--- src/rtl/platform_scheduler.sv ---
// Platform scheduler: turns camera advance into scroll pulses and paces
// pseudo-random platform spawns through a req/ack handshake.
module platform_scheduler #(
  parameter int unsigned SCROLL_STEP = 16,
  parameter int unsigned MIN_GAP     = 48,
  parameter int unsigned Y_BASE      = 300,
  parameter int unsigned Y_SPAN_LOG2 = 7,
  parameter logic [15:0] LFSR_SEED   = 16'hACE1,
  parameter int unsigned ACK_TIMEOUT = 255
) (
  input  logic       clk,
  input  logic       reset,
  input  logic       enable,
  input  logic [9:0] camera_pos,
  input  logic       mem_ack,
  output logic       advance,
  output logic       create_platform,
  output logic [8:0] location,
  output logic [7:0] spawn_count,
  output logic       timeout_err
);

  localparam int unsigned CAM_W  = 10;
  localparam int unsigned PEND_W = 11;
  localparam int unsigned GAP_W  = 9;
  localparam int unsigned TMO_W  = (ACK_TIMEOUT < 2) ? 1 : $clog2(ACK_TIMEOUT + 1);
  localparam logic [15:0] SEED   = (LFSR_SEED == 16'h0000) ? 16'h0001 : LFSR_SEED;
  localparam logic [PEND_W:0] PEND_MAX = (PEND_W + 1)'(1023);

  localparam logic [1:0] IDLE = 2'd0;
  localparam logic [1:0] ADV  = 2'd1;
  localparam logic [1:0] PICK = 2'd2;
  localparam logic [1:0] REQ  = 2'd3;

  logic [1:0]        state, next_state;
  logic [CAM_W-1:0]  last_cam;
  logic [PEND_W-1:0] pending, pending_n, cam_add;
  logic [PEND_W:0]   pend_sum;
  logic [GAP_W-1:0]  gap_ctr, gap_adv, next_gap, next_spawn_gap;
  logic [15:0]       lfsr, lfsr_n;
  logic [TMO_W-1:0]  tmo_ctr;
  logic              tmo_done;

  // Datapath helpers shared by the next-state logic and the registers
  always_comb begin
    cam_add  = (camera_pos > last_cam) ? PEND_W'(camera_pos - last_cam) : '0;
    pend_sum = (PEND_W + 1)'(pending) + (PEND_W + 1)'(cam_add)
             - ((state == ADV) ? (PEND_W + 1)'(SCROLL_STEP) : '0);
    pending_n = (pend_sum > PEND_MAX) ? PEND_MAX[PEND_W-1:0] : pend_sum[PEND_W-1:0];
    gap_adv  = gap_ctr + GAP_W'(SCROLL_STEP);
    lfsr_n   = {1'b0, lfsr[15:1]} ^ (lfsr[0] ? 16'hB400 : 16'h0000);
    tmo_done = (tmo_ctr == TMO_W'(ACK_TIMEOUT - 1));
  end

  always_comb begin
    next_state = state;
    case (state)
      IDLE: if (enable && pending >= PEND_W'(SCROLL_STEP)) next_state = ADV;
      ADV:  next_state = (gap_adv >= next_gap) ? PICK : IDLE;
      PICK: next_state = REQ;
      REQ:  if (mem_ack || tmo_done) next_state = IDLE;
      default: next_state = IDLE;
    endcase
  end

  always_ff @(posedge clk or posedge reset) begin
    if (reset) state <= IDLE;
    else       state <= next_state;
  end

  // Outputs are registered from the next state so they align with it
  always_ff @(posedge clk or posedge reset) begin
    if (reset) begin
      advance         <= 1'b0;
      create_platform <= 1'b0;
      location        <= '0;
      spawn_count     <= '0;
      timeout_err     <= 1'b0;
      last_cam        <= '0;
      pending         <= '0;
      gap_ctr         <= '0;
      next_gap        <= GAP_W'(MIN_GAP);
      next_spawn_gap  <= GAP_W'(MIN_GAP);
      lfsr            <= SEED;
      tmo_ctr         <= '0;
    end else begin
      advance         <= (next_state == ADV);
      create_platform <= (next_state == REQ);
      last_cam        <= camera_pos;
      pending         <= pending_n;
      case (state)
        ADV: gap_ctr <= gap_adv;
        PICK: begin
          lfsr           <= lfsr_n;
          location       <= GAP_W'(Y_BASE) + GAP_W'(lfsr_n[Y_SPAN_LOG2-1:0]);
          next_spawn_gap <= GAP_W'(MIN_GAP) + GAP_W'(lfsr_n[15:10]);
          tmo_ctr        <= '0;
        end
        REQ: begin
          if (mem_ack) begin
            spawn_count <= spawn_count + 8'd1;
            gap_ctr     <= gap_ctr - next_gap;
            next_gap    <= next_spawn_gap;
          end else if (tmo_done) begin
            timeout_err <= 1'b1;
            gap_ctr     <= '0;
            next_gap    <= next_spawn_gap;
          end else begin
            tmo_ctr <= tmo_ctr + TMO_W'(1);
          end
        end
        default: ;
      endcase
    end
  end

endmodule

--- config.mk ---
export PLATFORM = sky130hd
export DESIGN_NAME = platform_scheduler
export DESIGN_NICKNAME = d
export VERILOG_FILES = /design/src/rtl/platform_scheduler.sv
export SDC_FILE = /design/constraint.sdc
export NUM_CORES = 1
export LEC_CHECK = 0
export ABC_AREA = 1
export BUFFER_PORTS_ARGS = -buffer_cell sky130_fd_sc_hd__buf_2
export CAP_MARGIN = 15
export CORE_UTILIZATION = 50
export CTS_CLUSTER_DIAMETER = 150
export DETAILED_ROUTE_END_ITERATION = 6
export PLACE_DENSITY = 0.7
export SLEW_MARGIN = 20
export SYNTH_ARGS = -nofsm -noshare
export SYNTH_HDL_FRONTEND = slang
export SYNTH_SLANG_ARGS = --single-unit
--- constraint.sdc ---
create_clock -name clk -period 3.2 [get_ports clk]
set_clock_uncertainty 0.2 [all_clocks]
set_input_delay 0.64 -clock clk [delete_from_list [all_inputs] [get_ports clk]]
set_output_delay 0.64 -clock clk [all_outputs]
set_load 0.02 [all_outputs]
==> results list, run 1 <==
* Result of the run: finished, violations left
* Violations in the final reports: setup timing
- Core area: 10400 sq um
* Final-report hold violation count: 0
* CTS sink cnt: 88
- The number of max-slew violations in the final report came to 0.
- Counting the fill cells in the layout gives 933.
- Drc violations: 0
- Unrepaired setup endpoints after global routing: true
* Number of storage elements in the synthesis netlist: just under 90
- Cell types with the highest counts after synthesis: sky130_fd_sc_hd__nand2_1 (172), sky130_fd_sc_hd__inv_1 (118), sky130_fd_sc_hd__dfrtp_1 (76), sky130_fd_sc_hd__nor2_1 (50), sky130_fd_sc_hd__ha_1 (46)
- The worst register-to-register path has a setup slack of -0.15 ns.
* Average cell area after synthesis: 7.87 sq um
* Core occupancy in the finished layout: between 60% and 70%
- Ports: 34
* Root Driver: sky130_fd_sc_hd__clkbuf_8
* Total Nets Final: 830
- Global routing finished with a remaining overflow of 0.
- The number of nets in the synthesized netlist is between 700 and 800.
- Async set-reset flop share out of synthesis: 100%
* Post-Synthesis Cell Area: roughly 5400 sq um
- In this run the horizontal extent of the chip is roughly 110 um.
* Clk buf depth: 2
- The die is 105 um tall.
* Clock tree from TritonCTS: done
- Total power divided by cell area: 812 nW/um^2
- Max-capacitance violation count: 0
- Delay contributed by the slowest stage of the critical path: 0.56 ns
- Clock latency on the worst-skew pair: 0.38 ns
- Htree depth: 3
- Among all flip-flop cells after synthesis, the most frequent one is sky130_fd_sc_hd__dfrtp_1.
- Crit path kind: primary input to register
- Detail Route Antenna Nets: 0
- Library cell contributing the largest single delay on the critical path: sky130_fd_sc_hd__fa_1
- Most repeated cell in the gate-level netlist after synthesis: sky130_fd_sc_hd__nand2_1
- Signal arrival time at the worst endpoint: 3.41 ns
* Number of instances in the synthesized netlist: roughly 700
- Main area contributors after synthesis: sky130_fd_sc_hd__dfrtp_1 (36%), sky130_fd_sc_hd__nand2_1 (12%), sky130_fd_sc_hd__ha_1 (11%), sky130_fd_sc_hd__inv_1 (8.3%), sky130_fd_sc_hd__dfstp_2 (5.9%)
* Pleak: 3.40 nW
- By instance count, the cell type seen most on the critical path is sky130_fd_sc_hd__nand2_2.
- Number of global-route vias before repair: between 4000 and 5000
- Initial standard-cell utilization of the core: roughly half
- Overall global routing resource usage: 21.7%
- Hpwl dp: 8.19 mm
- Final worst setup slack: -0.153 ns
- Max Freq: 298 MHz
- After detailed routing, the average wire length per cell comes to ~12 um.
- Final critical-path required period: about 3.4 ns
- The congestion estimate from routability-driven global placement came to approximately 0.9.
- The biggest area contributor in the post-synthesis netlist is sky130_fd_sc_hd__dfrtp_1.
- Count of cell types in the netlist: 37
- Global-route wire length before repair: 19.4 mm
- Placed cell count: 883
- Number of antenna violations at the first check in global routing: 0
* Area share of the largest cell type after synthesis: between 30% and 40%
* TritonCTS Buffers: 9
- The path class of the tightest hold or removal check is primary input to async pin.
- Count of buffers from port buffering: 33
* Detailed-route wire length: 11.2 mm
- 0 antenna diodes ended up in the layout.
* Crit. End Element: register
- Nature of the critical path startpoint: primary input
* Via Count: roughly 4400
- For this run, the detailed router's first-pass iteration total came to 4.
- Summing all multi-input logic gate instances after layout gives slightly below 3000 sq um.
- Number of placement rows: 37
- Share of final-layout standard cells stronger than drive strength 1: 27.7%
- The share of the Yosys chip area taken by registers is 41.4%.
- During synthesis, Yosys emitted a total of 0 warnings.
* Die Area: 11100 sq um
- In this run the worst path has a maximum fanout of 5.
- Slew at the pin closest to its max-slew limit: 0.559 ns
- Summing all flip-flop and latch instances after layout gives 2220 sq um.
- Data required, critical path: around 3.3 ns
- The completed layout was analyzed and its total power is 5.37 mW.
- Drt first-iter violations: ~220
* Worst vdd ir: between 0.7 and 0.8 mV
* Final-report setup violation count: 10
- Final hold analysis gives a worst-case slack of about 0.084 ns.
* Final std cells w/o fill: ~910
* Reg-to-reg critical path startpoint: last_cam[6]
- Maximum number of pins on one net before global-route repair: 59
- The signal on the critical path passes through buf_2 > ha_4 > nand2_2 > nand2_2 > o21bai_4 > nand2_2 > nand3_2 > nand2_2 > inv_4 > nand2_2 > fa_1 > inv_2 > ha_4 > nand2_2 > inv_2 > nand2_1 > nand2_1 > nand2_1 > nand4_1 > nand2_4 > nor2_4 > nand2_1.
* Critical Path Source: camera_pos[6]
- Clock-pin slew was measured on the worst setup and hold paths at about 0.09 ns.
- The final critical path takes up 105% of the cycle.
- Area delta synth->final: 23.5%
- EDFF count, synth: 0
* Mean number of vias per cell: approximately 5
* Relative max-transition margin: a little over three fifths
[timing repair]
action,CTS,global route
pin swaps,8,20
hold buffers,0,0
endpoints found under the setup margin,10,10
gates resized for setup,18,34
buffers inserted,7,1
cloned,1,0
[routing by layer]
metal	vias up	track usage [%]	wire [um]
met5	-	0	0
li1	2307	-	-
met4	0	9.56	263
met3	22	3.90	291
met1	2042	27.3	5300
met2	64	36.6	5300
[logic make-up (layout without fill, tap and decap cells)]
family | count (synthesis) | count (layout) | synth area share, %
other | 1 | 1 | 0.0701
buffers and inverters | 136 | 227 | 9.85
flip-flops | 88 | 88 | 41.4
AO/OA/AOI/OAI | 88 | 88 | 9.07
adder cells (fa/ha/maj) | 49 | 49 | 11.9
XOR/XNOR | 23 | 23 | 3.77
AND/OR/NAND/NOR | 295 | 296 | 23.9
[path summary, 6_finish.rpt]
check                      depth (start not counted)           to
max                                               22   pending[8]
min                                                2  location[3]
max reg2reg                                       22   pending[8]
min reg2reg                                        2  next_gap[5]
max in group asynchronous                          3  next_gap[4]
min in group clk                                   1  last_cam[0]
[worst max-delay path: cells and delay by family]
family / cells / cell delay (ns)
compound gates: 1 / 0.13
fa+ha+maj: 3 / 1.14
buf+inv: 4 / 0.33
simple gates: 14 / 1.16
[registers in the layout, indices dropped and copies added, names as in the netlist, 2 cells and up]
| name | cells |
|---|---|
| gap_ctr | 9 |
| last_cam | 10 |
| lfsr | 15 |
| location | 9 |
| next_gap | 7 |
| next_spawn_gap | 6 |
| pending | 11 |
| spawn_count | 8 |
| state | 2 |
| tmo_ctr | 8 |
[power breakdown]
group	leakage [nW]	internal (mW)	switching (mW)	total, mW
Sequential	1.07	1.32	0.134	1.46
Clock	0.0891	0.306	0.421	0.726
Combinational	2.24	1.33	1.86	3.18
Total	3.40	2.95	2.41	5.37
[through the flow]
stage | setup TNS (ns) | worst slack (ns) | instance area, sq um
finish | -1.17 | -0.153 | 6610
detailed placement | -5.24 | -0.536 | 6170
CTS | -0.489 | -0.0721 | 6480
global placement | -4.81 | -0.486 | 6170
floorplan | -1.08 | -0.110 | 5530
global route | -3.45 | -0.372 | 6610
[layout make-up]
class | count | share of cell area [%]
Clock buffer | 10 | 2.08
Sequential cell | 88 | 33.6
Inverter | 127 | 7.35
Clock inverter | 6 | 0.644
Multi-Input combinational cell | 457 | 45.0
Timing Repair Buffer | 84 | 8.77
Tap cell | 136 | 2.58
[placed cells by master (no fill, tap or decap), types with 3 or more instances in the layout]
master                     instances
sky130_fd_sc_hd__clkbuf_8         10
sky130_fd_sc_hd__inv_2            13
sky130_fd_sc_hd__o21ai_1          20
sky130_fd_sc_hd__a21oi_1          22
sky130_fd_sc_hd__nand4_1           8
sky130_fd_sc_hd__nor2_1           43
sky130_fd_sc_hd__o22ai_1           4
sky130_fd_sc_hd__nand2_1         151
sky130_fd_sc_hd__xnor2_1           7
sky130_fd_sc_hd__o21bai_1          4
sky130_fd_sc_hd__o21ai_2           5
sky130_fd_sc_hd__nor2_4            6
sky130_fd_sc_hd__buf_2            32
sky130_fd_sc_hd__nand2_4           5
sky130_fd_sc_hd__nand3_1          32
sky130_fd_sc_hd__dfstp_2          12
sky130_fd_sc_hd__nor3_1            3
sky130_fd_sc_hd__nor2_2            8
sky130_fd_sc_hd__a21oi_2           8
sky130_fd_sc_hd__or2_2             6
sky130_fd_sc_hd__nand2_2          22
sky130_fd_sc_hd__o21ai_0          19
sky130_fd_sc_hd__inv_1           110
sky130_fd_sc_hd__xor2_1           15
sky130_fd_sc_hd__dfrtp_1          76
sky130_fd_sc_hd__buf_4            49
sky130_fd_sc_hd__ha_4             13
sky130_fd_sc_hd__ha_1             33
sky130_fd_sc_hd__inv_4             3
sky130_fd_sc_hd__clkinv_2          3
sky130_fd_sc_hd__nand3_2           6
No activity file was read; power rests on OpenSTA's default activity.
==> run 2, diff against run 1 <==
--- a/config.mk
+++ b/config.mk
@@ -16,3 +16,4 @@
 export SYNTH_ARGS = -nofsm -noshare
 export SYNTH_HDL_FRONTEND = slang
 export SYNTH_SLANG_ARGS = --single-unit
+export TNS_END_PERCENT = 10
==> run 2 against run 1 <==
The run still ends with setup timing left. Global-route usage rose by 0.49 points. Worst setup slack got worse by 0.042 ns. Combinational power barely moved. Clock power rose by 11%. Via count rose by 3.6%. Cell count rose by 0.88%. Sequential share of layout area rose by 0.13 points. Sequential power barely moved. Utilization fell by 0.24 points. Cell area fell by 0.38%. Non-clock buffer count rose by 8.
==> results list, run 2 (synthesis results as in run 1) <==
* Maximum number of pins on one net before global-route repair: 68
- Overall global routing resource usage: between 20 and 25%
* Worst path cell trace: buf_2 > inv_1 > ha_1 > inv_2 > fa_2 > inv_2 > o21ai_4 > xor2_1 > nand2_1 > fa_1 > inv_2 > ha_4 > nand2_1 > nor2_1 > nand3_1 > nand4_1 > nand2_2 > nor2_4 > nand2_1
* Hpwl dp: 8.35 mm
- The worst path in the final design needs a cycle of 3.39 ns, including I/O delays and setup.
* Detail Route Antenna Nets: 0
- Share of the clock period used by the worst path: 106%
- Dividing the detail-routed via count by the number of cells gives 5.02.
- Core area: 10400 sq um
* Unrepaired setup endpoints after global routing: true
* Crit. End Element: register
- Clock-pin slew was measured on the worst setup and hold paths at 0.08 ns.
- Number of flip-flops under the largest register name: 15
- Dividing total power by cell area gives a power density of 823 nW/um^2.
- Multi-input combinational cell area: about 2900 sq um
* Path type of the worst min-delay path: primary input to async pin
- The number of antenna violations at the first check in global routing came to 0.
- Max-cap violations in this run came to 0.
- The later pin in the worst-skew pair is clocked with a latency of 0.36 ns.
* Area delta synth->final: 23.0%
- The flow ran to the end, but the final reports show violations.
* Die Area: 11100 sq um
* Width of the die: 105 um
- Area after DPL: 6220 sq um
- Total Nets Final: 838
- Counting both buffers and inverters, the worst setup path holds a total of 5.
- Met3 demand-to-capacity share in global routing: 3.40%
* Total inserted antenna cells: 0
* Number of global-route vias before repair: 4509
* Ports: 34
- Met2 track utilization from global routing: 37.5%
* Htree depth: 3
* Largest Register: lfsr
- In the layout the commonest cells are sky130_fd_sc_hd__nand2_1 (162), sky130_fd_sc_hd__inv_1 (112), sky130_fd_sc_hd__dfrtp_1 (76).
* Drc violations: 0
- Drt first-iter violations: 248
- Pins over their slew limit: 0
- Via Count: 4596
- Final std cell area, no fill: 6580 sq um
* Number of detailed-routing iterations run before antenna repair: 5
* DR WL/cell: 12.4 um
- The layer flagged by global routing as most heavily used is met2.
- Library cell contributing the largest single delay on the critical path: sky130_fd_sc_hd__fa_1
- Core occupancy in the finished layout: 63.5%
* Root Driver: sky130_fd_sc_hd__clkbuf_8
* Reg area: approximately 2200 sq um
- Detailed-route wire length: 11.4 mm
- Counting tap cells, the placed design contains a total of a little under 900 instances.
- Number of placement rows: 37
- Data required, critical path: 3.23 ns
- Count of buffers from port buffering: 33
- Pleak: 3.42 nW
* Clk buf depth: 2
- Violations in the final reports: setup timing
- Final worst setup slack: -0.195 ns
- Worst vdd ir: 0.654 mV
- For met1 alone, demand over resource in global routing was 29.0%.
- Prior to clock tree synthesis, the placed netlist has a worst setup slack of -0.603 ns.
- TritonCTS Buffers: 9
- In the final layout, the share of cells above drive strength 1 is 25.6%.
- Nature of the critical path startpoint: primary input
* PnR Total Power: 5.42 mW
- Signal arrival time at the worst endpoint: 3.43 ns
* Final-report hold violation count: 0
- TritonCTS built the clock tree.
- For this run, the slowest stage of the critical path takes 0.50 ns.
- RePlAce Congestion: 0.922
- In this run the worst setup path begins at camera_pos[0].
- The floorplan step set the die height to between 100 and 150 um.
- Leaving out fill and tap cells, the most frequent cell in the layout is sky130_fd_sc_hd__nand2_1.
- The first global-routing pass estimated 19.8 mm of wire.
- Regs by FF count: lfsr: 15 flops, pending: 11 flops, last_cam: 10 flops
- Setup violations remaining at the end of the flow were counted as 10.
- Along the worst path, the maximum fanout reaches 5.
- The clock net in this run drives a total of 88 sinks.
* Final std cells w/o fill: 916
- For this configuration, the core starts out at a cell density of 51.6%.
* Fillers: 889
- Global routing finished with a remaining overflow of 0.
- Crit path kind: primary input to register
* Reg-to-reg critical path startpoint: last_cam[3]
- Max Freq: 295 MHz
- In this design, the largest share of critical-path delay is due to adder cells.
## run 2: changes by cell type in the layout (fill, tap and decap cells not counted), sizes merged
cell,change
buf,+8
bufinv,+1
clkbuf,+4
clkinv,-2
clkinvlp,-2
inv,-1
## run 2: final timing paths
kind / end / slack [ns] / cells past startpoint
max reg2reg: pending[2] / -0.15 / 19
min: location[3] / 0.06 / 2
max in group asynchronous: next_spawn_gap[4] / 2.02 / 3
min reg2reg: location[8] / 0.27 / 1
min in group clk: last_cam[0] / 0.19 / 1
max: pending[2] / -0.19 / 19
## run 2: timing repair
action	CTS	global route
pin swaps	7	13
gates cloned	1	0
hold buffers	0	0
setup buffers	2	2
setup endpoints to repair	10	10
resized for setup	20	13
## run 2: through the flow
stage                     hold slack [ns]  setup TNS, ns
after global routing               0.0762          -3.36
final                              0.0629          -1.83
after floorplan                     0.242          -1.55
after global placement              0.247          -5.33
after CTS                          0.0687          -1.18
after detailed placement            0.255          -5.84
## run 2: area by class of cell
cell class,count,area share (%)
Clock buffer,14,2.47
Clock inverter,2,0.589
Inverter,127,7.30
Multi-Input combinational cell,457,43.9
Sequential cell,88,33.7
Tap cell,136,2.59
Timing Repair Buffer,92,9.43
## run 2: metal layers
layer,vias to the layer above,wire [um]
met4,0,221
met5,-,0
met1,2172,5230
met2,76,5580
met3,19,340
li1,2329,-
## run 2: power breakdown
group | internal (mW) | switching, mW | leakage (nW)
clock network | 0.409 | 0.395 | 0.101
registers | 1.32 | 0.138 | 1.07
logic | 1.33 | 1.83 | 2.25
==> run 3, diff against run 2 <==
--- a/config.mk
+++ b/config.mk
@@ -12,6 +12,7 @@
 export CTS_CLUSTER_DIAMETER = 150
 export DETAILED_ROUTE_END_ITERATION = 6
 export PLACE_DENSITY = 0.7
+export RECOVER_POWER = 100
 export SLEW_MARGIN = 20
 export SYNTH_ARGS = -nofsm -noshare
 export SYNTH_HDL_FRONTEND = slang
==> run 3 against run 2 <==
The run ends with capacitance limit, slew limit, setup timing left. Global-route usage is the same. Sequential share of layout area up 0.53 points. Worst hold slack gained 0.13 ns. Critical endpoint is now pending[8]. Largest cell class unchanged. Largest power group unchanged. Highest routed layer unchanged.
==> results list, run 3 (synthesis results as in run 1) <==
- The library cell used most frequently in the layout, excluding fill and tap cells, is sky130_fd_sc_hd__nand2_1.
- Nature of the critical path startpoint: primary input
* PnR Total Power: 5.37 mW
- Clock tree synthesis inserted a total of 9 buffers.
- Via Count: 4580
- Clock latency on the worst-skew pair: 0.36 ns
- The signal on the critical path passes through buf_2 > inv_1 > ha_1 > inv_2 > fa_2 > inv_2 > o21ai_4 > xor2_1 > nand2_1 > fa_1 > inv_2 > ha_4 > nand2_1 > nor2_1 > nand3_1 > nand4_1 > nand2_2 > nor2_4 > nand2_1.
- Area delta synth->final: 21.1%
- Global routing used 22.2% of the available tracks across all layers.
- CP Max Fanout: 5
* Final worst setup slack: -0.215 ns
- After filler insertion, the fill cell instance count of the layout stands at 919.
* Delay contributed by the slowest stage of the critical path: 0.50 ns
- Quantity of hold-fixing buffers added after cts: 0
- For this block, the routed nets add up to 11.4 mm of wire.
- The number of antenna diodes in the final layout is 0.
* Drc violations: 0
- Crit. End Element: register
- Final critical-path required period: 3.41 ns
- Share of the clock period used by the worst path: 107%
- Together, buffers and inverters on the worst path number 5.
- Width of the die: 105 um
- Library cell contributing the largest single delay on the critical path: sky130_fd_sc_hd__fa_1
* Detail Route Antenna Nets: 0
- In this run the core area contains 37 standard-cell rows.
- GR Overflow Total: 0
* DRT met1 WL: 5.39 mm
* Relative max-transition margin: -5.83%
- Clk buf depth: 2
- The final reports fail on capacitance limit, slew limit, setup timing.
- TritonCTS built the clock tree.
- Kind of cell adding the most delay to the critical path: adder cells
- Hpwl dp: about 8.4 mm
- Count of buffers from port buffering: 33
- At the pin with the least slew margin, the transition time is 1.59 ns.
* Most frequent cells in the layout: sky130_fd_sc_hd__nand2_1 (165), sky130_fd_sc_hd__inv_1 (116), sky130_fd_sc_hd__dfrtp_1 (76)
- The region available for standard cell placement spans about 10000 sq um.
* Largest Register: lfsr
- RePlAce Congestion: 0.922
* Mean number of vias per cell: 5.00
- The register with the most flip-flops in the layout has 15 of them.
* Fin Setup TNS: -1.94 ns
* Drt first-iter violations: 275
- Placed cell count: 895
- Max-capacitance violation count: 1
- STA puts the critical path data arrival time at 3.46 ns.
* Pleak: 3.30 nW
- The number of hold violations in the final report came to 0.
* Max Freq: 293 MHz
- The largest registers in the layout are lfsr: 15 flops, pending: 11 flops, last_cam: 10 flops.
* Die span in y: 105 um
- Ports: 34
- The critical path is of the primary input to register type.
* Pins over their slew limit: 68
- The worst register-to-register path has a setup slack of -0.18 ns.
- Global-route wire length before repair: 19.8 mm
- Final-report setup violation count: 10
- Root Driver: sky130_fd_sc_hd__clkbuf_8
- Before antenna repair, the detailed router went through 4 iterations.
- Summed over all nets, wire length on met2 after detailed routing comes to 5.54 mm.
* Unrepaired setup endpoints after global routing: true
- The finished layout holds 916 standard cells, fillers aside.
- For this design the ratio of total power to cell area is about 830 nW/um^2.
- Htree depth: 3
- The run finished, with violations left.
* Data required, critical path: 3.24 ns
* Number of antenna violations at the first check in global routing: 0
* CTS sink cnt: 88
* Routed wire length on met3: 271 um
- IR analysis of the VDD net gives a maximum drop of 0.652 mV.
- Highest metal layer with signal wires: met4
- After detailed routing, the average wire length per cell comes to about 12 um.
- Number of global-route vias before repair: 4509
* Core occupancy in the finished layout: a little over three fifths
- In this run the worst hold path is classified as primary input to register.
- The die covers 11100 sq um.
- Total Nets Final: 838
- Cells with a size suffix above 1 make up 20.1% of the layout.
* Maximum number of pins on one net before global-route repair: 68
- After clock tree synthesis, the clock-pin slew on the worst setup and hold paths is 0.09 ns.
* Initial standard-cell utilization of the core: 51.6%
==> run 3: cell count changes in the layout (fill, tap and decap cells not counted), moves of 4 or more <==
cell / before / now
sky130_fd_sc_hd__o21ai_1: 19 / 12
sky130_fd_sc_hd__buf_2: 33 / 5
sky130_fd_sc_hd__inv_1: 112 / 116
sky130_fd_sc_hd__clkbuf_1: 3 / 32
sky130_fd_sc_hd__inv_2: 13 / 9
sky130_fd_sc_hd__o21ai_0: 19 / 29
==> run 3: path summary, 6_finish.rpt <==
kind / cells past startpoint / endpoint / startpoint
max: 19 / pending[8] / camera_pos[0]
min: 1 / last_cam[0] / camera_pos[0]
max reg2reg: 19 / pending[8] / last_cam[3]
min reg2reg: 1 / location[8] / location[8]
max in group asynchronous: 3 / next_spawn_gap[0] / reset
min in group asynchronous: 2 / location[3] / reset
==> run 3: metal layers <==
metal | GRT usage, % | vias up
li1 | - | 2319
met1 | 29.0 | 2180
met2 | 37.5 | 64
met3 | 3.40 | 17
met4 | 7.75 | 0
met5 | 0 | -
==> run 3: report_power, final <==
group	leakage [nW]	internal [mW]	total, mW	switching (mW)
Sequential	1.07	1.32	1.46	0.139
Clock	0.101	0.409	0.806	0.397
Combinational	2.13	1.29	3.10	1.81
Total	3.30	3.02	5.37	2.34
==> run 3: timing repair <==
item | CTS | global route
endpoints found under the setup margin | 10 | 10
buffers inserted | 2 | 2
hold endpoints to repair | 0 | 0
pin swaps | 7 | 13
resized for setup | 20 | 13
gates cloned | 1 | 0
==> run 3: area by class of cell <==
class                   count  area, sq um  share of cell area [%]
inverters                 127          480                    7.42
well taps                 136          170                    2.63
clock buffers              14          163                    2.51
multi-input cells         457         2840                    43.9
repair buffers             92          567                    8.75
clock inverters             2         38.8                   0.599
flip-flops and latches     88         2220                    34.2
==> run 3: metrics by stage <==
| stage | cell area [sq um] | hold slack [ns] | setup slack (ns) |
|---|---|---|---|
| CTS | 6520 | 0.0687 | -0.128 |
| finish | 6480 | 0.191 | -0.215 |
| floorplan | 5510 | 0.242 | -0.155 |
| global route | 6480 | 0.177 | -0.357 |
| global placement | 6220 | 0.247 | -0.536 |
| detailed placement | 6220 | 0.255 | -0.603 |
